$ cat config.mk
export PLATFORM = sky130hd
export DESIGN_NAME = bcd_display_scanner
export DESIGN_NICKNAME = d
export VERILOG_FILES = /design/src/rtl/bcd_display_scanner.sv
export SDC_FILE = /design/constraint.sdc
export NUM_CORES = 1
export LEC_CHECK = 0
export ABC_CLOCK_PERIOD_IN_PS = 7020
export CAP_MARGIN = 20
export CORE_ASPECT_RATIO = 1.2
export CORE_UTILIZATION = 50
export CTS_BUF_LIST = sky130_fd_sc_hd__clkbuf_4
export CTS_CLUSTER_DIAMETER = 80
export DETAILED_ROUTE_END_ITERATION = 7
export GPL_ROUTABILITY_DRIVEN = 0
export PLACE_DENSITY = 0.76
export SETUP_SLACK_MARGIN = 0.1
export SLEW_MARGIN = 20
export SYNTH_ARGS = -nofsm -noshare
export SYNTH_HDL_FRONTEND = slang
export SYNTH_SLANG_ARGS = --single-unit
$ cat constraint.sdc
create_clock -name clk -period 7.02 [get_ports clk]
set_input_delay 0.702 -clock clk [delete_from_list [all_inputs] [get_ports clk]]
set_output_delay 0.702 -clock clk [all_outputs]
set_load 0.01 [all_outputs]
$ cat src/rtl/bcd_display_scanner.sv
// -----------------------------------------------------------------------------
// bcd_display_scanner
//
// Purpose:
//   Drives a time-multiplexed 7-segment display from the BCD time digits of the
//   clock counters. One digit is lit per scan slot. The first BLANK_CYCLES of
//   every slot keep all digits dark so the previous digit's segments never
//   ghost onto the next one. Leading zeros can be suppressed. The inputs are
//   snapshotted once per frame, so a counter rollover mid-scan can never show
//   a frame that mixes old and new digits.
//
// Ports:
//   clk         in   1             system clock
//   reset       in   1             synchronous reset, active-high
//   digits_in   in   4*NUM_DIGITS  BCD digits; digit i = digits_in[4i+3:4i]
//   dp_in       in   NUM_DIGITS    decimal point request per digit
//   blank_zero  in   1             1: suppress leading zeros
//   seg_out     out  7             segments {g,f,e,d,c,b,a}
//   dp_out      out  1             decimal point of the lit digit
//   dig_sel     out  NUM_DIGITS    one-hot digit enable
//   frame_tick  out  1             one-cycle pulse after the last cycle of a frame
//
// All outputs are registered. The value in cycle n+1 reflects the scan
// position and the snapshot of cycle n.
// -----------------------------------------------------------------------------
module bcd_display_scanner #(
   parameter int NUM_DIGITS     = 6,
   parameter int SCAN_DIV       = 50000,
   parameter int BLANK_CYCLES   = 2,
   parameter bit SEG_ACTIVE_LOW = 1'b1,
   parameter bit DIG_ACTIVE_LOW = 1'b1
) (
   input  logic                    clk,
   input  logic                    reset,
   input  logic [4*NUM_DIGITS-1:0] digits_in,
   input  logic [NUM_DIGITS-1:0]   dp_in,
   input  logic                    blank_zero,
   output logic [6:0]              seg_out,
   output logic                    dp_out,
   output logic [NUM_DIGITS-1:0]   dig_sel,
   output logic                    frame_tick
);

   localparam int DIV_W = (SCAN_DIV > 1)   ? $clog2(SCAN_DIV)   : 1;
   localparam int IDX_W = (NUM_DIGITS > 1) ? $clog2(NUM_DIGITS) : 1;

   localparam logic [DIV_W-1:0] DIV_LAST  = DIV_W'(SCAN_DIV - 1);
   localparam logic [IDX_W-1:0] IDX_LAST  = IDX_W'(NUM_DIGITS - 1);
   localparam logic [DIV_W-1:0] BLANK_END = DIV_W'(BLANK_CYCLES);

   // Polarity masks: the internal datapath is active-high, XOR at the register input.
   localparam logic [6:0]            SEG_POL = {7{SEG_ACTIVE_LOW}};
   localparam logic [NUM_DIGITS-1:0] DIG_POL = {NUM_DIGITS{DIG_ACTIVE_LOW}};

   // Active-high 7-segment decode, {g,f,e,d,c,b,a}. Non-BCD nibbles show a dash.
   function automatic logic [6:0] seg_decode(input logic [3:0] bcd);
      logic [6:0] seg;
      case (bcd)
         4'd0:    seg = 7'h3F;
         4'd1:    seg = 7'h06;
         4'd2:    seg = 7'h5B;
         4'd3:    seg = 7'h4F;
         4'd4:    seg = 7'h66;
         4'd5:    seg = 7'h6D;
         4'd6:    seg = 7'h7D;
         4'd7:    seg = 7'h07;
         4'd8:    seg = 7'h7F;
         4'd9:    seg = 7'h6F;
         default: seg = 7'h40;
      endcase
      return seg;
   endfunction

   // ---------------------------------------------------------------------------
   // State
   // ---------------------------------------------------------------------------
   logic [DIV_W-1:0]                div_q, div_d;
   logic [IDX_W-1:0]                idx_q, idx_d;
   logic [NUM_DIGITS-1:0][3:0]      snap_digits_q, snap_digits_d;
   logic [NUM_DIGITS-1:0]           snap_dp_q, snap_dp_d;
   logic                            snap_bz_q, snap_bz_d;

   logic [6:0]                      seg_q, seg_d;
   logic                            dp_q, dp_d;
   logic [NUM_DIGITS-1:0]           dig_q, dig_d;
   logic                            tick_q, tick_d;

   // ---------------------------------------------------------------------------
   // Scan counters and per-frame snapshot
   // ---------------------------------------------------------------------------
   logic frame_start;
   assign frame_start = (div_q == '0) && (idx_q == '0);

   always_comb begin
      // NOTE: every signal driven here gets a default first, so no path can
      // leave it unassigned and infer a latch.
      div_d         = div_q;
      idx_d         = idx_q;
      snap_digits_d = snap_digits_q;
      snap_dp_d     = snap_dp_q;
      snap_bz_d     = snap_bz_q;

      if (div_q == DIV_LAST) begin
         div_d = '0;
         idx_d = (idx_q == IDX_LAST) ? '0 : idx_q + IDX_W'(1);
      end else begin
         div_d = div_q + DIV_W'(1);
      end

      // The display shows only these registers, so a change on digits_in
      // part-way through a frame stays invisible until the next frame.
      if (frame_start) begin
         snap_digits_d = digits_in;
         snap_dp_d     = dp_in;
         snap_bz_d     = blank_zero;
      end
   end

   // ---------------------------------------------------------------------------
   // Leading-zero suppression mask
   // Walk from the most significant digit downwards. A digit is blanked while it
   // and every digit above it are zero. Digit 0 is never blanked, so "0" still
   // shows when the whole value is zero.
   // ---------------------------------------------------------------------------
   logic [NUM_DIGITS-1:0] lz_blank;

   always_comb begin
      logic zero_above;
      zero_above = 1'b1;
      lz_blank   = '0;
      for (int i = NUM_DIGITS - 1; i >= 1; i--) begin
         zero_above  = zero_above && (snap_digits_q[i] == 4'd0);
         lz_blank[i] = snap_bz_q && zero_above;
      end
   end

   // ---------------------------------------------------------------------------
   // Digit select for the current slot
   // An explicit compare loop is used rather than a variable index, so an idx
   // value that cannot be reached never produces an out-of-range select.
   // ---------------------------------------------------------------------------
   logic [3:0]            cur_digit;
   logic                  cur_dp;
   logic                  cur_blank;
   logic [NUM_DIGITS-1:0] dig_onehot;

   always_comb begin
      cur_digit  = 4'd0;
      cur_dp     = 1'b0;
      cur_blank  = 1'b0;
      dig_onehot = '0;
      for (int i = 0; i < NUM_DIGITS; i++) begin
         if (idx_q == IDX_W'(i)) begin
            cur_digit     = snap_digits_q[i];
            cur_dp        = snap_dp_q[i];
            cur_blank     = lz_blank[i];
            dig_onehot[i] = 1'b1;
         end
      end
   end

   // ---------------------------------------------------------------------------
   // Output next-state
   // The slot stays dark during its first BLANK_CYCLES. A suppressed leading
   // zero keeps its digit enabled and its decimal point. Only the segments go
   // dark, so the brightness of the lit digits stays the same.
   // ---------------------------------------------------------------------------
   logic       lit;
   logic [6:0] seg_act;

   always_comb begin
      lit     = (div_q >= BLANK_END);
      seg_act = (lit && !cur_blank) ? seg_decode(cur_digit) : 7'h00;
      seg_d   = seg_act ^ SEG_POL;
      dp_d    = (lit && cur_dp) ^ SEG_ACTIVE_LOW;
      dig_d   = (lit ? dig_onehot : '0) ^ DIG_POL;
      tick_d  = (idx_q == IDX_LAST) && (div_q == DIV_LAST);
   end

   // ---------------------------------------------------------------------------
   // Registers
   // ---------------------------------------------------------------------------
   always_ff @(posedge clk) begin
      // NOTE: state is updated with non-blocking assignments, so every register
      // samples the values from before the edge and register order does not matter.
      if (reset) begin
         div_q         <= '0;
         idx_q         <= '0;
         // NOTE: the snapshot is a handful of flops, not a RAM. Clearing it on
         // reset is cheap and keeps the first frame deterministic.
         snap_digits_q <= '0;
         snap_dp_q     <= '0;
         snap_bz_q     <= 1'b0;
         seg_q         <= SEG_POL;
         dp_q          <= SEG_ACTIVE_LOW;
         dig_q         <= DIG_POL;
         tick_q        <= 1'b0;
      end else begin
         div_q         <= div_d;
         idx_q         <= idx_d;
         snap_digits_q <= snap_digits_d;
         snap_dp_q     <= snap_dp_d;
         snap_bz_q     <= snap_bz_d;
         seg_q         <= seg_d;
         dp_q          <= dp_d;
         dig_q         <= dig_d;
         tick_q        <= tick_d;
      end
   end

   assign seg_out    = seg_q;
   assign dp_out     = dp_q;
   assign dig_sel    = dig_q;
   assign frame_tick = tick_q;

endmodule

* Word-level counts from Yosys, hierarchy flattened *
Memory sizes are Yosys's and may differ from the RTL's.
Cells that the tools add are included.

cells by class
  add/subtract/negate cells = 2
  multiply operators = 0
  div/mod/pow operators = 0
  $lt $le $gt $ge = 1
  eq/ne operators = 6
  shift-type cells = 0
  multiplexer cells = 26
  bitwise gates (word level) = 3
  reduce and logical (&&, ||, !) cells = 22

operator list
  cell                     number
  $mux W4                  6
  $logic_not A4 Y1         5
  $mux W1                  17
  $add A16 B1 Y16 const B  1
  $eq A16 B16 Y1 const B   1
  $ge A16 B2 Y1 const B    1
  $logic_not A16 Y1        1
  $logic_and A1 B1 Y1      13
  $mux W7                  1
  $not A7 Y7               1
  $eq A3 B2 Y1 const B     2
  $eq A3 B3 Y1 const B     2
  $mux W6                  1
  $not A6 Y6               1
  $add A3 B1 Y3 const B    1
  $eq A3 B1 Y1 const B     1
  $logic_not A3 Y1         1
  $mux W3                  1
  $reduce_or A2 Y1         1
  $logic_not A1 Y1         1
  $not A1 Y1               1

storage, ports and cells
  register bits = 65
  bits in latches = 0
  RAM bits = 0
  memory bits (read-only) = 112
  bits of input ports = 33
  word-level logic and storage cells = 75
  memories = 1

memory list
  name              words  width  read ports  clocked after Yosys merged registers in  write ports  line  source
  (name not given)  16     7      1           0                                        0            58    case (bcd)

* Depth between registers and ports, before layout *
  word-level depth = 15
  mapped depth = 13
  mapped depth without buffers = 10

* Worst setup path after synthesis *
No wires, ideal clock.

  path kind = reg-to-reg
  start point = register idx_q[0]
  end point = register seg_q[5] (netlist: seg_out[5])
  setup time = 0.136 ns
  arrival = 2.527 ns
  data required time = 6.884 ns
  path slack = 4.357 ns
  stages on the path, launching flop included = 12
  buffers on the path = 3
  period minus slack after synthesis = 2.663 ns
  path through = dfxtp_1 buf_6 clkbuf_1 and2_1 ha_1 buf_2 nor3_1 a221oi_1 ha_1 or3b_1 o21ai_1 o21ai_1

on the way
  longest elaborated chain between the ends = 10
  elaborated cells between the ends (all ways) = 22
  classes of those cells = eq/ne (5); mux (12); bitwise (1); reduce/logical (3); memory (1)

ends and longest elaborated chain
  element                                                line      source
  from (decl)                                            78        logic [IDX_W-1:0] idx_q, idx_d;
  from (signal assigned)                                 200       idx_q <= idx_d;
  $logic_not A3 Y1 or $eq A3 B1 Y1 (tied branches)       153       if (idx_q == IDX_W'(i)) begin
  $mux W4 or $mux W1 (tied branches) (5 in series)       153
  $mux W4 or $logic_not A1 Y1 (tied branches)            153, 173
  $mem_v2 Z16 W7 or $logic_and A1 B1 Y1 (tied branches)  --
  $mux W7 (*)                                            173       seg_act = (lit && !cur_blank) ? seg_decode(cur_digit) : 7'h00;
  $not A7 Y7 (no source line) (*)                        --
  to (signal assigned)                                   204       seg_q <= seg_d;
  to (decl)                                              83        logic [6:0] seg_q, seg_d;

Mark *: on every way between the ends. The rest lies on a longest branch, timed or not.
A chain may end at the register's enable or synchronous reset.

* Final worst setup path *
  start point = register idx_q[0]
  end point = register seg_q[3] (netlist: seg_out[3])

Same word-level chain as after synthesis.

==> impl_metrics.toml <==
[finish]
layout_commonest_cell = "sky130_fd_sc_hd__nand2_1"
areaGrowthSynthToFinish_pct = 20.64
regArea_um2 = 1301
nNetsFinal = 433
layout-drive-gt1-share_pct = 6.313
finalInstanceArea_um2 = 3503
multi_input_area_um2 = 1473
antenna_cells = 0
final.fill_count = 515
most-common-layout-cells = "83 x sky130_fd_sc_hd__nand2_1, 65 x sky130_fd_sc_hd__dfxtp_1, 47 x sky130_fd_sc_hd__clkdlybuf4s50_1"

[cts]
cts-htree-levels = 3
cts.path.max_buffers = 2
clock_sink_count = 65
cts_made_buffers = 9
clk-insertion-delay-late_ps = 410
cts-root-buf = "sky130_fd_sc_hd__clkbuf_4"
post_cts_hold_buffer_count = 0
tritoncts = "done"
cts.repair.resized = 0
clk_pin_slew_worst_paths_ps = 110
postCtsSetupRepairBufs = 0

[critical_path]
critical_path_buf_inv_count = 1
crit_slowest_cell = "sky130_fd_sc_hd__dfxtp_1"
worstPathRequired_ps = 7290
critical-path-max-stage-delay_ps = 800
crit_fanout = 19
worst_setup_path_start_kind = "register"
cpLargestDelayFamily = "flip-flops"
worst-endpoint-arrival_ps = 3430
timing.critical_path.to_type = "register"
cp_cell_sequence = "and2_1 > ha_1 > nor3_1 > a221oi_1 > inv_1 > ha_1 > nor3_1 > o31ai_1"
critical_path_class = "reg2reg"

[floorplanning]
die_x_extent_um = 71.57
pin_count = 48
floorplan.rows = 30
initial_core_util_pct = 51.58
dieArea_um2 = 6118
core_region_area_um2 = 5630
dieHeight_um = 85.49

[sta]
worst_slew_margin_rel_pct = 32.86
timing.final.setup_violations = 0
final.setup.tns_ps = 0
period_share_pct = 44.95
maxSlewViolCount = 0
finalWorstPathRequiredPeriod_ps = 3156
rsz0062_at_grt = "false"
fmaxAchievable_ghz = 0.3169
timing.final.ws_setup_ps = 3864
timing.final.hold_violations = 0
finalClockSkew_ps = 11.60
timing_worst_slew_pin_value_ps = 1007

[global_route]
gr-total-overflow = 0
gr-usage-all-layers_pct = 21.64
grt_start_max_net_pins = 39
grt_antenna_before_repair = 0
grt_pass1_vias = 2271
wire_length_of_the_first_global_routing_pass_um = 10140

[yosys]
postSynthCellCount = 351
yosys_warnings = 0
ys.flop_type = "sky130_fd_sc_hd__dfxtp_1"
async_flop_share_pct = 0
synth.ff_latch_count = 65
synth.yosys.seq_area_share_pct = 44.81
synth_top_area_cell = "sky130_fd_sc_hd__dfxtp_1"
synthDistinctLibCells = 44
post_synthesis_net_count = 393
synth.top_cells.by_area = "sky130_fd_sc_hd__dfxtp_1 45%, sky130_fd_sc_hd__nand2_1 11%, sky130_fd_sc_hd__a21oi_1 6.5%, sky130_fd_sc_hd__nor2_1 4.3%, sky130_fd_sc_hd__mux2i_1 4.1%"
netlist_area_um2 = 2904
synth_top_area_share_pct = 44.81
synth.avg_cell_area_um2 = 8.274
number_of_enable_flip_flop_cells_after_synthesis = 0

[placed_design]
buffer_ports.inserted = 47
placedInstanceArea_um2 = 3364
pre_cts_ws_ps = 3942
detailed_place_hpwl_um = 4373

[drt]
routed_via_density = 5.389
drt_pass1_iterations = 4
route.detailed.wl_per_inst_um = 13.05
drc = 0
postRouteWirelength_um = 6005
vias = 2479
detail_route.iter0.violations = 104
antenna_left = 0

[power_and_ir_drop]
power.density_nw_per_um2 = 220.4
ir_drop_mv = 0.1214
p_leak_nw = 1.287

[outcome]
run_status = "completed"

[flow_run]
number_of_maximum_capacitance_violations = 0

[hold_path]
hold_path.class = "reg2reg"
sequential cells by signal, indices dropped and copies added, names as in the netlist:
| signal | flops |
|---|---|
| frame_tick | 1 |
| snap_dp_q | 6 |
| div_q | 16 |
| seg_out | 7 |
| dig_sel | 6 |
| idx_q | 3 |
| snap_digits_q | 24 |
| snap_bz_q | 1 |
| dp_out | 1 |
power breakdown:
group,internal [W],switching (W)
clock,0.000110,0.000134
sequential,0.000393,0.0000162
combinational,0.0000567,0.0000629
tightest hold or removal path, stage by stage, from the launching register on:
cell and delay [ps]:
sky130_fd_sc_hd__dfxtp_1 320, sky130_fd_sc_hd__nand2_1 50, sky130_fd_sc_hd__a21oi_1 50
path summary, 6_finish.rpt:
check	from	slack, ps	endpoint	cells after the start
worst max-delay path	idx_q[0]	3860	seg_out[3]	8
worst max register to register	idx_q[0]	3860	seg_out[3]	8
worst min-delay path	snap_dp_q[1]	460	snap_dp_q[1]	2
worst min register to register	snap_dp_q[1]	460	snap_dp_q[1]	2
logic make-up (layout without fill, tap and decap cells):
family,Yosys count,in the layout,synth area share (%)
AND/OR/NAND/NOR,161,161,25.03
flip-flops,65,65,44.81
AO/OA/AOI/OAI,57,57,11.81
buffers and inverters,29,74,4.653
XOR/XNOR,15,15,4.524
multiplexers,15,15,5.300
adder cells (fa/ha/maj),9,9,3.878
area by class of cell:
| cell class | instances | area share (%) |
|---|---|---|
| well taps | 64 | 2.286 |
| repair buffers | 48 | 13.64 |
| clock inverters | 6 | 1.679 |
| clock buffers | 10 | 2.143 |
| flip-flops and latches | 65 | 37.14 |
| inverters | 10 | 1.071 |
| multi-input cells | 257 | 42.04 |
cells in the mapped netlist (2+ instances only):
cell and n:
sky130_fd_sc_hd__xnor2_1 9, sky130_fd_sc_hd__nor3_1 9, sky130_fd_sc_hd__nand3_1 11, sky130_fd_sc_hd__and2_1 2
sky130_fd_sc_hd__nor2_1 33, sky130_fd_sc_hd__o21ai_1 6, sky130_fd_sc_hd__mux2_2 2, sky130_fd_sc_hd__and3_1 2
sky130_fd_sc_hd__nand2_1 83, sky130_fd_sc_hd__buf_2 5, sky130_fd_sc_hd__xor2_1 6, sky130_fd_sc_hd__inv_1 10
sky130_fd_sc_hd__o31ai_1 2, sky130_fd_sc_hd__clkbuf_1 8, sky130_fd_sc_hd__a21oi_1 38, sky130_fd_sc_hd__a221oi_1 2
sky130_fd_sc_hd__nor4_1 7, sky130_fd_sc_hd__a221o_1 2, sky130_fd_sc_hd__buf_4 3, sky130_fd_sc_hd__nand4_1 2
sky130_fd_sc_hd__mux2i_1 12, sky130_fd_sc_hd__ha_1 9, sky130_fd_sc_hd__nand2b_1 2, sky130_fd_sc_hd__dfxtp_1 65
sky130_fd_sc_hd__o22ai_1 2
stage by stage:
stage / power [W] / instances / utilization [%] / hold slack (ps)
finish: 0.0007723 / 460 / 62.22 / 461.1
global route: 0.0008131 / 460 / 62.22 / 481.0
CTS: 0.0007788 / 460 / 62.13 / 462.8
detailed placement: 0.0005365 / 444 / 59.76 / 447.5
global placement: 0.0005334 / 444 / 59.76 / 445.1
floorplan: 0.0004897 / 351 / - / 432.2
per-layer routing:
layer / share of wire (%) / routed length, um / global-route usage (%)
met5: 0 / 0 / 0
met4: 2.6 / 158 / 11.94
met3: 4.4 / 262 / 6.176
met2: 49 / 2972 / 35.76
met1: 43 / 2612 / 25.15
No activity file was read; power rests on OpenSTA's default activity.
